**src/rtl/hdlc_tx_framer.sv**
```systemverilog
// hdlc_tx_framer
//   Transmit-side HDLC framer. Accepts payload bytes over a valid/ready
//   handshake and serialises them LSB first, one bit per clock: opening
//   flag, zero-stuffed payload, closing flag. A requested abort or a
//   payload underrun ends the frame with a run of unstuffed 1s instead.
//   The line idles at mark (1).
//
// Handshake: a byte is transferred on every rising edge where
//   in_valid & in_ready. in_data/in_last must be stable while in_valid is
//   high. in_ready depends only on internal state, never on in_valid.
//
// Ports
//   clk       in   1  clock, all state on rising edge
//   areset    in   1  asynchronous, active-high reset
//   in_data   in   8  payload byte
//   in_valid  in   1  in_data valid
//   in_last   in   1  in_data is the final byte of the frame
//   in_ready  out  1  byte accepted on in_valid & in_ready
//   in_abort  in   1  pulse: abort the frame (honoured in OPEN/DATA only)
//   tx_bit    out  1  serial line bit (registered)
//   tx_en     out  1  high while flag/data/stuff/abort bits are driven
//   tx_stuff  out  1  high when tx_bit is an inserted stuff 0
//   state_dbg out  3  current FSM state (S_IDLE..S_ABORT encoding)
module hdlc_tx_framer #(
  parameter logic [7:0] FLAG      = 8'h7E,
  parameter int         ABORT_LEN = 8
) (
  input  logic       clk,
  input  logic       areset,
  input  logic [7:0] in_data,
  input  logic       in_valid,
  input  logic       in_last,
  output logic       in_ready,
  input  logic       in_abort,
  output logic       tx_bit,
  output logic       tx_en,
  output logic       tx_stuff,
  output logic [2:0] state_dbg
);

  // The state names what tx_bit carries during the current cycle.
  typedef enum logic [2:0] {
    S_IDLE  = 3'd0,
    S_OPEN  = 3'd1,
    S_DATA  = 3'd2,
    S_CLOSE = 3'd3,
    S_ABORT = 3'd4
  } state_t;

  localparam logic [7:0] ABORT_CNT = 8'(ABORT_LEN);

  state_t     state;
  logic [7:0] cnt;        // flag / abort bits emitted so far, incl. current
  logic [7:0] hold;
  logic       hold_full;
  logic       last_seen;  // final byte of the frame has been accepted
  logic [7:0] shift;      // data bits of the current byte not yet emitted
  logic [3:0] bits_left;
  logic [2:0] ones;       // consecutive data 1s emitted
  logic       accept;
  logic [7:0] src;        // next byte for the shifter: hold, else bypass

  assign in_ready  = ~hold_full & ~last_seen &
                     ((state == S_IDLE) || (state == S_OPEN) || (state == S_DATA));
  assign accept    = in_valid & in_ready;
  assign state_dbg = state;

  always_comb begin
    src = in_data;
    if (hold_full) src = hold;
  end

  always_ff @(posedge clk or posedge areset) begin
    if (areset) begin
      state     <= S_IDLE;
      cnt       <= '0;
      hold      <= '0;
      hold_full <= 1'b0;
      last_seen <= 1'b0;
      shift     <= '0;
      bits_left <= '0;
      ones      <= '0;
      tx_bit    <= 1'b1;
      tx_en     <= 1'b0;
      tx_stuff  <= 1'b0;
    end else begin
      // Default: a handshaken byte lands in hold. Branches below override
      // this when the byte is bypassed straight into the shifter or flushed.
      if (accept) begin
        hold      <= in_data;
        hold_full <= 1'b1;
        if (in_last) last_seen <= 1'b1;
      end

      case (state)
        S_IDLE: begin
          tx_bit   <= 1'b1;
          tx_en    <= 1'b0;
          tx_stuff <= 1'b0;
          if (accept) begin
            state  <= S_OPEN;
            tx_bit <= FLAG[0];
            tx_en  <= 1'b1;
            cnt    <= 8'd1;
            ones   <= '0;
          end
        end

        S_OPEN: begin
          if (in_abort) begin
            state     <= S_ABORT;
            tx_bit    <= 1'b1;
            tx_stuff  <= 1'b0;
            cnt       <= 8'd1;
            hold_full <= 1'b0;
            last_seen <= 1'b0;
            ones      <= '0;
            bits_left <= '0;
          end else if (cnt != 8'd8) begin
            tx_bit <= FLAG[cnt[2:0]];
            cnt    <= cnt + 8'd1;
          end else begin
            // hold is always full here: it was filled by the IDLE handshake
            state     <= S_DATA;
            tx_bit    <= hold[0];
            tx_stuff  <= 1'b0;
            shift     <= {1'b0, hold[7:1]};
            bits_left <= 4'd7;
            ones      <= {2'b00, hold[0]};
            hold_full <= 1'b0;
          end
        end

        S_DATA: begin
          if (in_abort) begin
            state     <= S_ABORT;
            tx_bit    <= 1'b1;
            tx_stuff  <= 1'b0;
            cnt       <= 8'd1;
            hold_full <= 1'b0;
            last_seen <= 1'b0;
            ones      <= '0;
            bits_left <= '0;
          end else if (ones == 3'd5) begin
            // stuff bit; shifter paused
            tx_bit   <= 1'b0;
            tx_stuff <= 1'b1;
            ones     <= '0;
          end else if (bits_left != 4'd0) begin
            tx_bit    <= shift[0];
            tx_stuff  <= 1'b0;
            shift     <= {1'b0, shift[7:1]};
            bits_left <= bits_left - 4'd1;
            ones      <= shift[0] ? 3'(ones + 3'd1) : 3'd0;
          end else if (hold_full || accept) begin
            // byte drained: reload from hold or bypass the byte arriving now;
            // the ones run carries across the byte boundary
            tx_bit    <= src[0];
            tx_stuff  <= 1'b0;
            shift     <= {1'b0, src[7:1]};
            bits_left <= 4'd7;
            ones      <= src[0] ? 3'(ones + 3'd1) : 3'd0;
            hold_full <= 1'b0;
          end else if (last_seen) begin
            state    <= S_CLOSE;
            tx_bit   <= FLAG[0];
            tx_stuff <= 1'b0;
            cnt      <= 8'd1;
            ones     <= '0;
          end else begin
            // underrun: nothing to send and the frame was not closed
            state    <= S_ABORT;
            tx_bit   <= 1'b1;
            tx_stuff <= 1'b0;
            cnt      <= 8'd1;
            ones     <= '0;
          end
        end

        S_CLOSE: begin
          if (cnt != 8'd8) begin
            tx_bit <= FLAG[cnt[2:0]];
            cnt    <= cnt + 8'd1;
          end else begin
            state     <= S_IDLE;
            tx_bit    <= 1'b1;
            tx_en     <= 1'b0;
            last_seen <= 1'b0;
          end
        end

        S_ABORT: begin
          if (cnt != ABORT_CNT) begin
            tx_bit <= 1'b1;
            cnt    <= cnt + 8'd1;
          end else begin
            state     <= S_IDLE;
            tx_bit    <= 1'b1;
            tx_en     <= 1'b0;
            last_seen <= 1'b0;
          end
        end

        default: begin
          state  <= S_IDLE;
          tx_bit <= 1'b1;
          tx_en  <= 1'b0;
        end
      endcase
    end
  end

endmodule
```
**config.mk**
```make
export PLATFORM = sky130hd
export DESIGN_NAME = hdlc_tx_framer
export DESIGN_NICKNAME = d
export VERILOG_FILES = /design/src/rtl/hdlc_tx_framer.sv
export SDC_FILE = /design/constraint.sdc
export NUM_CORES = 1
export LEC_CHECK = 0
export ABC_AREA = 1
export BUFFER_PORTS_ARGS = -buffer_cell sky130_fd_sc_hd__buf_2
export CORE_AREA = 8 8 92 94
export DETAILED_ROUTE_END_ITERATION = 10
export DIE_AREA = 0 0 100 102
export MAX_ROUTING_LAYER = met4
export PLACE_DENSITY = 0.61
export SYNTH_ARGS = -nofsm -noshare
export SYNTH_HDL_FRONTEND = slang
export SYNTH_SLANG_ARGS = --single-unit
```
**constraint.sdc**
```tcl
create_clock -name clk -period 1.8 [get_ports clk]
set_input_delay 0 -clock clk [delete_from_list [all_inputs] [get_ports clk]]
set_output_delay 0 -clock clk [all_outputs]
set_load 0.03 [all_outputs]
```
# == Word level (Yosys, flattened, before mapping) ==
# Memory sizes are Yosys's and may differ from the RTL's.
# Cells that the tools add are included.
# word_totals
reg_bits,39
romBits,8
input_bits,13
output_inout_bits,7
elab_cells,131
n_memories,1
# op_classes
n_addsub,3
n_lt_le_gt_ge,1
n_eq_ne,18
mux,74
bitwise_logic,6
n_reduce_logical,17
# memory_table
memory,depth,width,read_ports,rd_clocked_by_memory_dff,wr,line,source
(name not given),8,1,1,0,0,182,tx_bit <= FLAG[cnt[2:0]];
# op_table
cell,count
8-bit 2-to-1 mux,14
3-bit 2-to-1 mux,18
8-bit one-hot mux with 4 select lines,1
1-bit 2-to-1 mux,26
4-bit 2-to-1 mux,6
8-bit one-hot mux with 2 select lines,1
2-bit != test (second input constant),6
3-bit != test (second input constant),4
3-bit one-hot mux with 4 select lines,1
6-bit AND reduction,2
3-bit one-hot mux with 3 select lines,1
8-bit by 1-bit adder with 8-bit output (second input constant),1
8-bit by 4-bit != test with 1-bit output (second input constant),1
4-bit one-hot mux with 2 select lines,1
4-bit nonzero test,2
3-bit by 2-bit equality test with 1-bit output (second input constant),2
3-bit equality test (second input constant),2
1-bit one-hot mux with 3 select lines,2
5-bit AND reduction,1
3-bit by 4-bit < comparator with 1-bit output (second input constant),1
4-bit by 2-bit != test with 1-bit output (second input constant),1
1-bit one-hot mux with 2 select lines,2
1-bit one-hot mux with 4 select lines,1
2-bit AND reduction,2
13 further kinds,20

# == Depth between registers and ports, before layout ==
# Gate-level depths: netlist of run 1.
# logic_depth
depth_word,11
mapped_depth,11

# == Worst setup path after synthesis of run 1 ==
# No wires, ideal clock.
# synth_timing
path_kind,reg2reg
from,register cnt[0]
to,register shift[6]
setup_time_ps,124
arrival_ps,1479
required_time_ps,1676
slack_ps,196
stages_incl_launch_ff,11
n_path_buf,1
cell_sequence,dfrtp_1 -> inv_1 -> ha_1 -> nand3_2 -> nor2_4 -> inv_2 -> o21ai_1 -> nand3_2 -> buf_6 -> nand2_1 -> o21ai_1
# synth_via
elab_chain_cells,3
# synth_lines
element,line,source
from (decl),53,logic [7:0] cnt;
from (signal assigned),121,cnt <= cnt + 8'd1;
from (signal assigned),183,cnt <= cnt + 8'd1;
from (signal assigned),195,cnt <= cnt + 8'd1;
8-bit by 4-bit != test with 1-bit output,119,end else if (cnt != 8'd8) begin
2-bit != test (no source line),n/a,
6-bit AND reduction (no source line),n/a,
to (signal assigned),127,"shift <= {1'b0, hold[7:1]};"
to (signal assigned),152,"shift <= {1'b0, shift[7:1]};"
to (signal assigned),160,"shift <= {1'b0, src[7:1]};"
to (decl),57,logic [7:0] shift;
# No other way between the ends.
# A chain may end at the register's enable or synchronous reset.

# == Final worst setup path of run 1 ==
# layout_timing
from,register bits_left[0]
to,register shift[5]
# layout_via
elab_chain_cells,5
# layout_lines
element,line,source
from (decl),58,logic [3:0] bits_left;
from (signal assigned),153,bits_left <= bits_left - 4'd1;
4-bit nonzero test *,149,end else if (bits_left != 4'd0) begin
8-bit 2-to-1 mux,149,
8-bit 2-to-1 mux,144,end else if (ones == 3'd5) begin
8-bit 2-to-1 mux,135,if (in_abort) begin
8-bit one-hot mux with 2 select lines,95,case (state)
# Every way passes the cells marked *; elsewhere a longest branch is shown, timed or not. The select of a mux whose other input is x is not followed.

==> results of run 1 <==
[report_power, final]
group	leakage [nW]	internal [W]	switching, W
registers	0.474	0.000853	0
logic	0.924	0.0000271	0.0000364
clock network	0.0504	0.000412	0.000336
total	1.45	0.00129	0.000372
[Yosys cell counts]
cell type | count | area [µm²]
nand2_1 | 112 | 420.4
dfrtp_1 | 37 | 925.9
nor2_1 | 35 | 131.4
inv_1 | 30 | 112.6
nand3_1 | 21 | 105.1
o21ai_0 | 21 | 105.1
o21ai_1 | 15 | 75.07
a21oi_1 | 11 | 55.05
inv_2 | 8 | 30.03
ha_1 | 6 | 75.07
nand4_1 | 6 | 37.54
nand3_2 | 4 | 40.04
nor3_1 | 4 | 20.02
nand2_2 | 3 | 18.77
nor2_2 | 3 | 18.77
or2_2 | 3 | 18.77
clkbuf_1 | 2 | 7.510
nor2_4 | 2 | 22.52
or2_1 | 2 | 12.51
xnor2_1 | 2 | 17.52
a22oi_1 | 1 | 7.510
buf_2 | 1 | 5.000
buf_6 | 1 | 11.26
dfstp_2 | 1 | 26.28
nand2_4 | 1 | 11.26
nand3b_1 | 1 | 7.510
nand4_2 | 1 | 12.51
nand4_4 | 1 | 21.27
o22ai_1 | 1 | 6.260
o31ai_1 | 1 | 7.510
xor2_1 | 1 | 8.760
[worst min-delay path, cell delays in order]
cell and delay, ns:
buf_2 0.08, nand2_1 0.05, nand2_1 0.05, nand2_1 0.06, inv_1 0.05
[cell families after synthesis]
family,count (synthesis),synth area share
and+or+nand+nor,199,0.3783
AOI/OAI and AO/OA,50,0.1080
buffers and inverters,42,0.07007
DFF,38,0.4010
adders and majority gates,6,0.03161
xor gates and xnor gates,3,0.01107
[routing by layer]
layer  global-route usage  vias to the layer above
met5                    -                        -
met4              0.03721                        0
met3              0.02520                       10
met2               0.2160                       49
met1               0.1578                     1096
li1                     -                     1183
[final timing paths]
check	start	endpoint	slack [ns]	cells past startpoint
max in group asynchronous	areset	state_dbg[0]	1.08	4
min in group asynchronous	areset	bits_left[0]	0.36	4
max	bits_left[0]	shift[5]	0.17	9
min reg2reg	tx_en	tx_en	0.48	2
max reg2reg	bits_left[0]	shift[5]	0.17	9
min	in_last	last_seen	0.02	5
[metrics by stage]
step	util	std cells	total power (W)	hold WS, ns	worst slack, ns
2_1_floorplan	-	338	0.0008924	0.1096	0.1964
3_3_place_gp	0.3800	467	0.0009203	0.1584	0.1073
3_5_place_dp	0.3800	467	0.0009204	0.1583	0.07110
4_1_cts	0.4089	484	0.001686	0.02277	0.04210
5_1_grt	0.4162	484	0.001727	0.04362	0.006747
6_report	0.4162	484	0.001665	0.02205	0.1655
[state kept, by name, indices dropped and copies added, names as in the netlist]
register,flops
ones,3
shift,7
tx_en,1
tx_bit,1
last_seen,1
tx_stuff,1
hold,8
state_dbg,3
bits_left,4
hold_full,1
cnt,8
[cells in the final DEF (no fill, tap or decap), types with 2 or more instances in the layout]
cell type	count
o21ai_0	21
inv_1	30
nand2_2	3
a21oi_1	11
nand2_4	2
nor2_4	3
clkinvlp_4	2
clkbuf_8	5
or2_2	3
buf_4	15
nor3_1	4
xnor2_1	2
o21ai_1	13
nand3_1	21
nor2_2	5
dfrtp_1	36
inv_2	6
nor2_1	32
or2_1	2
inv_4	2
nand3_2	2
dlygate4sd3_1	9
nand3_4	2
o21ai_2	2
ha_1	5
nand4_1	6
buf_2	19
nand2_1	111
[what timing repair did]
| item | CTS | global route |
|---|---|---|
| resized for setup | 0 | 14 |
| endpoints found under the hold margin | 45 | 0 |
| endpoints found under the setup margin | 0 | 24 |
| hold buffers | 9 | 0 |
[layout make-up]
cell class | count | area (µm²)
clock buffers | 5 | 68.82
clock inverters | 3 | 45.04
fillers | 778 | 4121
inverters | 38 | 147.6
multi-input cells | 258 | 1301
flip-flops and latches | 38 | 953.4
well taps | 99 | 123.9
repair buffers | 43 | 297.8
==> impl_metrics.tcl, run 1 <==
set metrics [dict create \
    dieHeight_um 102 \
    cts_sinks 38 \
    top_layer "met4" \
    syn2layout_area_growth_pct 23.71 \
    relSlewSlack 0.6636 \
    rsz0062_at_grt "false" \
    netlist_instances 338 \
    hp-class "in2reg" \
    grtUsageTotal 0.1304 \
    path_cells "inv_1 > ha_2 > nand2_4 > inv_4 > nand2_2 > nand2_2 > nor2_1 > or2_2 > o21ai_1" \
    die_area_um2 10200 \
    synthesis.area_um2 2375 \
    crit_buf_inv 2 \
    gp_congestion 0.8873 \
    htreeDepth 2 \
    outcome "completed" \
    coreArea_um2 7059 \
    hpwl_mm 4.441 \
    pin_count 20 \
    routed-wl-met2_mm 2.780 \
    critPathArrivalTime_ns 1.86 \
    postSynthAreaPerCell_um2 7.026 \
    post-cts-setup-buffer-count 0 \
    crit_slowest_cell "dfrtp_1" \
    synth-seq-cells 38 \
    met1Wirelength_mm 2.824 \
    antenna_cells 0 \
    cp-end-kind "flip-flop" \
    wl_per_cell_um 12.19 \
    grt_pass1_vias 2343 \
    initial_core_util 0.3364 \
    p_leak_nw 1.448 \
    critPathTopFamily "simple AND/OR/NAND/NOR gates" \
    grt_max_degree 39 \
    cts_tree "done" \
    tightest_slew_ns 0.5046 \
    worst_ep_required_time_ns 2.02 \
    path_max_fanout 6 \
    yosysUniqueCellTypes 31 \
    ir_drop_v 0.0003289 \
    critical_path_class "reg2reg" \
    place_area_um2 2683 \
    overflow 0 \
    ys_seq_area_frac 0.4009 \
    fmax_ghz 0.6118 \
    fin_area_um2 2938 \
    wl_mm 5.901 \
    grt_pass1_wl_mm 10.63 \
    vias 2338 \
    setup-tns-final_ns 0 \
    fin_crit_ns 1.634 \
    rows 31 \
    vias_per_cell 4.831 \
    synth_warnings 0 \
    drive_above_1_share 0.2000 \
    cts_made_buffers 5 \
    clk_latency_ns 0.30 \
    syn_nets 357 \
    drc 0 \
    drtIter0Drc 129 \
    finalCritPeriodShare 0.9080 \
    antenna_found_initial 0 \
    layout.nets 403 \
    postRouteAntennaNets 0 \
    powerDensity_nw_per_um2 566.7 \
    finalSetupViolCount 0 \
    hold_violations 0 \
    drv_cap 0 \
    cts_buffer_depth 2 \
    port_buffers 19 \
    fp.dieW_um 100 \
    start_kind "flip-flop" \
    fin_skew_ns 0.01197 \
    drtPass1Iterations 4 \
    dr_wl_met3_um 202 \
    clk_pin_slew_ns 0.09 \
    clockRootBuffer "clkbuf_8" \
    drv_slew 0 \
    cp_common_cell "nand2_2" \
    cp_slowest_stage_delay_ns 0.40 \
]
Note: power is estimated with default switching activity, not from simulation.
==> run 2, diff against run 1 <==
==> config.mk (replaced) <==
export PLATFORM = sky130hd
export DESIGN_NAME = hdlc_tx_framer
export DESIGN_NICKNAME = d
export VERILOG_FILES = /design/src/rtl/hdlc_tx_framer.sv
export SDC_FILE = /design/constraint.sdc
export NUM_CORES = 1
export LEC_CHECK = 0
export BUFFER_PORTS_ARGS = -buffer_cell sky130_fd_sc_hd__buf_2
export CORE_AREA = 8 8 90 92
export DETAILED_ROUTE_END_ITERATION = 10
export DIE_AREA = 0 0 98 100
export MAX_ROUTING_LAYER = met4
export PLACE_DENSITY = 0.62
export SYNTH_ARGS = -nofsm -noshare
export SYNTH_HDL_FRONTEND = slang
export SYNTH_SLANG_ARGS = --single-unit
==> run 2 against run 1 <==
Against the previous run: the run now ends with setup timing left; sequential power rose by 66%; sequential cell count did not move; utilization rose by 10 points; via count fell by 6.9%; combinational power rose to 53 times the previous value; final area rose by 17%; non-clock buffer count rose by 58; routed wire length rose by 7.7%; register-to-register slack got worse by 0.35 ns; synthesized cell count fell by 31%; sequential share of layout area fell by 4.7 points; critical endpoint is now bits_left[1].
==> impl_metrics.tcl, run 2 <==
set metrics [dict create \
    htreeDepth 2 \
    synth.most_common_cell "dfrtp_1" \
    vias_per_cell 5.297 \
    tightest_slew_ns 0.7772 \
    fin_crit_ns 1.988 \
    pin_count 20 \
    drv_slew 0 \
    relSlewSlack 0.4788 \
    layout_common_cells "buf_4, dfrtp_1, buf_2" \
    coreArea_um2 6644 \
    worst_slack_ns -0.1882 \
    yosys.area.top_type "dfrtp_1" \
    cts_buffer_depth 2 \
    drc 0 \
    place_ws_ns -0.3159 \
    synth-seq-cells 38 \
    port_buffers 19 \
    netlist_instances 234 \
    vias 2177 \
    layout.nets 349 \
    ys_top_cells_by_count "dfrtp_1, a21oi_1, nor2_1, mux2_2, o21ai_0" \
    drtIter0Drc 157 \
    rsz0062_at_grt "true" \
    clk_latency_ns 0.30 \
    timing.hold.ws_ns 0.04944 \
    worst_ep_required_time_ns 1.99 \
    hpwl_mm 4.360 \
    overflow 0 \
    grt_max_degree 25 \
    grtUsageTotal 0.1264 \
    layout_commonest_cell "buf_4" \
    path_max_fanout 4 \
    cts_sinks 38 \
    worstHoldPathCells 3 \
    synthesis.area_um2 2263 \
    rows 30 \
    ys_top_cells_by_area "dfrtp_1, mux2_2, a21oi_1" \
    syn2layout_area_growth_pct 52.07 \
    p_leak_nw 1.548 \
    clockRootBuffer "clkbuf_8" \
    start_kind "flip-flop" \
    wl_per_cell_um 15.46 \
    critical_path_class "reg2reg" \
    die_area_um2 9800 \
    drive_above_1_share 0.4653 \
    finalSetupViolCount 20 \
    outcome "finished with violations" \
    wl_mm 6.356 \
    clk_pin_slew_ns 0.09 \
    r2r_cells 9 \
    antenna_cells 0 \
    dominantRegCellSynth "dfrtp_1" \
    synth_warnings 0 \
    grt_pass1_wl_mm 9.970 \
    ir_drop_v 0.0007250 \
    critPathArrivalTime_ns 2.18 \
    antenna_found_initial 0 \
    initial_core_util 0.3407 \
    hp-class "in2reg" \
    dieHeight_um 100 \
    drtPass1Iterations 4 \
    cts_tree "done" \
    powerDensity_nw_per_um2 1655 \
    grt_pass1_vias 2089 \
    netlist.area_leader.share 0.4091 \
    cp-end-kind "flip-flop" \
    synth_edf_count 0 \
    async_flop_share 1.000 \
    setup-tns-final_ns -2.564 \
    violations "setup timing" \
    fin_skew_ns 0.01005 \
    finalCritPeriodShare 1.105 \
    syn_nets 253 \
    fmax_ghz 0.5030 \
    hold_violations 0 \
    fp.dieW_um 98 \
    drv_cap 0 \
    yosysUniqueCellTypes 50 \
    gp_congestion 0.8407 \
    cts_made_buffers 5 \
    postSynthAreaPerCell_um2 9.673 \
    postRouteAntennaNets 0 \
    ys_seq_area_frac 0.4207 \
    largestRegisters "cnt: 8 flops, hold: 8 flops, shift: 7 flops" \
]
[run 2: per-layer routing]
layer / global-route usage / part of all wire / vias to the layer above
met5: - / 0 / -
met4: 0.05036 / 0.015 / 0
met3: 0.01384 / 0.022 / 8
met2: 0.2002 / 0.48 / 36
met1: 0.1621 / 0.49 / 1080
li1: - / - / 1053
[run 2: through the flow]
step | area [µm²] | cells | power (W) | util
after floorplan | 2307 | 234 | 0.003076 | -
after global placement | 2894 | 381 | 0.004095 | 0.4356
after detailed placement | 2894 | 381 | 0.004150 | 0.4356
after CTS | 3247 | 404 | 0.005289 | 0.4887
after global routing | 3442 | 411 | 0.006060 | 0.5181
final | 3442 | 411 | 0.005696 | 0.5181
[run 2: power by group]
| part | switching [W] | internal [W] | total, W | leakage [nW] |
|---|---|---|---|---|
| registers | 0.000231 | 0.00119 | 0.00142 | 0.475 |
| clock network | 0.000348 | 0.000556 | 0.000904 | 0.0683 |
| logic | 0.00164 | 0.00174 | 0.00337 | 1.00 |
[run 2: worst max-delay path: stages (launching register included)]
cell,delay (ns)
dfrtp_1,0.38
inv_1,0.06
ha_2,0.17
nand4bb_1,0.16
nor4_4,0.17
buf_6,0.16
o211ai_4,0.10
buf_4,0.16
nor3_4,0.20
mux2_4,0.32
[run 2: path summary, 6_finish.rpt]
kind                       slack, ns      endpoint  startpoint
hold / removal                  0.05     last_seen     in_last
setup / recovery               -0.19  bits_left[1]      cnt[1]
hold reg to reg                 0.50       ones[2]     ones[2]
min in group asynchronous       0.25        cnt[7]      areset
setup reg to reg               -0.19  bits_left[1]      cnt[1]
max in group asynchronous       1.24  state_dbg[1]      areset
[run 2: timing repair]
| action | 4_1_cts | 5_1_grt |
|---|---|---|
| endpoints found under the hold margin | 45 | 0 |
| setup buffers | 7 | 8 |
| hold buffers | 8 | 0 |
| resized for setup | 18 | 33 |
| pin swaps | 6 | 22 |
| gates cloned | 0 | 0 |
| setup endpoints to repair | 28 | 29 |
[run 2: logic make-up after synthesis]
group / count (synthesis) / synth area share
compound gates: 73 / 0.2250
flops: 38 / 0.4207
simple gates: 67 / 0.1609
buf+inv: 26 / 0.04588
mux: 22 / 0.1067
fa+ha+maj: 6 / 0.03317
xor+xnor: 2 / 0.007740
[run 2: area by class of cell]
cell class | instances | area, µm²
fill | 555 | 3202
multi-input combinational | 170 | 1423
sequential | 38 | 955.9
timing repair buffer | 101 | 773.2
tap | 80 | 100.1
clock buffer | 5 | 68.82
clock inverter | 3 | 68.82
inverter | 14 | 52.55
==> run 3, diff against run 2 <==
--- a/config.mk
+++ b/config.mk
@@ -6,9 +6,9 @@
 export NUM_CORES = 1
 export LEC_CHECK = 0
 export BUFFER_PORTS_ARGS = -buffer_cell sky130_fd_sc_hd__buf_2
-export CORE_AREA = 8 8 90 92
+export CORE_AREA = 2 2 84 86
 export DETAILED_ROUTE_END_ITERATION = 10
-export DIE_AREA = 0 0 98 100
+export DIE_AREA = 0 0 86 88
 export MAX_ROUTING_LAYER = met4
 export PLACE_DENSITY = 0.62
 export SYNTH_ARGS = -nofsm -noshare
==> constraint.sdc (replaced) <==
create_clock -name clk -period 2.25 [get_ports clk]
set_input_delay 0 -clock clk [delete_from_list [all_inputs] [get_ports clk]]
set_output_delay 0 -clock clk [all_outputs]
set_load 0.03 [all_outputs]
==> run 3 against run 2 <==
Against the previous run: the run now ends clean; clock-buffer cell count is the same; clock power shrank 35%; first-iteration DRC count shrank 31%; non-clock buffer count shrank 52; routed wire length shrank 19%; combinational power shrank 49%; sequential share of layout area grew 6.4 points; sequential cell count is the same; total power shrank 38%; highest routed layer unchanged.
==> impl_metrics.tcl, run 3 (synthesized netlist as in run 2, its figures left out) <==
set metrics [dict create \
    outcome "completed" \
    layoutNonFillerInstCount 359 \
    grtUsageTotal 0.1494 \
    clk_pin_slew_ns 0.08 \
    fmax_ghz 0.4706 \
    coreArea_um2 6644 \
    hpwl_mm 3.663 \
    layout_common_cells "dfrtp_1, buf_4, buf_2" \
    vias_per_cell 5.320 \
    cts_buffer_depth 2 \
    layout.nets 297 \
    place_ws_ns 0.04278 \
    r2r_cells 8 \
    cts_made_buffers 5 \
    syn2layout_area_growth_pct 23.33 \
    wl_mm 5.179 \
    path_cells "inv_1 > ha_1 > nand4bb_1 > nor4_4 > buf_4 > o211ai_4 > or3_1 > o41ai_1" \
    critical_path_class "reg2reg" \
    htreeDepth 2 \
    postRouteAntennaNets 0 \
    relSlewSlack 0.6067 \
    drtPass1Iterations 4 \
    fin_area_um2 2791 \
    p_leak_nw 1.206 \
    drv_cap 0 \
    cts_tree "done" \
    fin_skew_ns 0.004985 \
    drv_slew 0 \
    cp_slowest_stage_delay_ns 0.45 \
    port_buffers 19 \
    vias 1910 \
    grt_pass1_wl_mm 8.700 \
    drtIter0Drc 108 \
    initial_core_util 0.3407 \
    hold_violations 0 \
    critPathArrivalTime_ns 2.31 \
    ir_drop_v 0.0005344 \
    setup-tns-final_ns 0 \
    hp-class "in2reg" \
    dp.cells 338 \
    crit_slowest_cell "dfrtp_2" \
    multiInputGateArea_um2 1219 \
    place_area_um2 2535 \
    antenna_found_initial 0 \
    clk_latency_ns 0.29 \
    pin_count 20 \
    die_area_um2 7568 \
    wl_per_cell_um 14.43 \
    path_max_fanout 6 \
    rows 30 \
    drive_above_1_share 0.2652 \
    tightest_slew_ns 0.5850 \
    layout_commonest_cell "dfrtp_1" \
    fillerInstances 645 \
    fp.dieW_um 86 \
    largestRegisters "cnt: 8 flops, hold: 8 flops, shift: 7 flops" \
    overflow 0 \
    powerDensity_nw_per_um2 1259 \
    grt_max_degree 39 \
    regArea_um2 953.4 \
    finalCritPeriodShare 0.9444 \
    worst_ep_required_time_ns 2.43 \
    worstHoldPathCells 3 \
    worst_slack_ns 0.1250 \
    antenna_cells 0 \
    grt_pass1_vias 1844 \
    dieHeight_um 88 \
    clockRootBuffer "clkbuf_8" \
    fin_util 0.4202 \
    drc 0 \
    cp-end-kind "flip-flop" \
    fin_crit_ns 2.125 \
    start_kind "flip-flop" \
    rsz0062_at_grt "false" \
    gp_congestion 0.8437 \
    finalSetupViolCount 0 \
    cts_sinks 38 \
]
==> run 3: critical path: cells and delay by family (launching register included) <==
family          cells  cell delay [ns]
compound gates      2             0.41
fa+ha+maj           1             0.16
buf+inv             2             0.26
simple gates        3             0.74
flops               1             0.45
==> run 3: path summary, 6_finish.rpt <==
check	from	to	slack, ns
worst max register to register	cnt[0]	bits_left[3]	0.13
max in group asynchronous	areset	cnt[0]	1.51
worst max-delay path	cnt[0]	bits_left[3]	0.13
worst min-delay path	in_last	last_seen	0.04
min in group asynchronous	areset	hold[2]	0.37
worst min register to register	tx_stuff	tx_stuff	0.48
==> run 3: timing repair <==
item | in CTS | in global routing
hold buffers | 8 | 0
hold endpoints to repair | 44 | 0
endpoints found under the setup margin | 0 | 13
resized for setup | 0 | 3
setup buffers | 0 | 5
==> run 3: routing by layer <==
metal  up-vias  part of all wire  track usage
li1        946                 -            -
met1       932              0.50       0.1973
met5         -                 0            -
met3         2             0.032      0.02922
met2        30              0.46       0.2354
met4         0            0.0062      0.03896
==> run 3: report_power, final <==
part / internal (W) / total (W) / switching, W
sequential: 0.000947 / 0.00121 / 0.000264
clock: 0.000330 / 0.000586 / 0.000256
combinational: 0.000814 / 0.00172 / 0.000902
==> run 3: area by class of cell <==
class / instances / area share
timing repair buffer: 49 / 0.1264
multi-input combinational: 170 / 0.4366
clock inverter: 3 / 0.01614
tap: 80 / 0.03586
sequential: 38 / 0.3416
inverter: 14 / 0.01883
clock buffer: 5 / 0.02465
==> run 3: per-stage QoR <==
step / hold slack (ns) / power (W)
3_5_place_dp: 0.1573 / 0.002879
6_report: 0.04369 / 0.003513
4_1_cts: 0.03598 / 0.003495
3_3_place_gp: 0.1511 / 0.002845
2_1_floorplan: 0.1506 / 0.002404
5_1_grt: 0.05245 / 0.003789
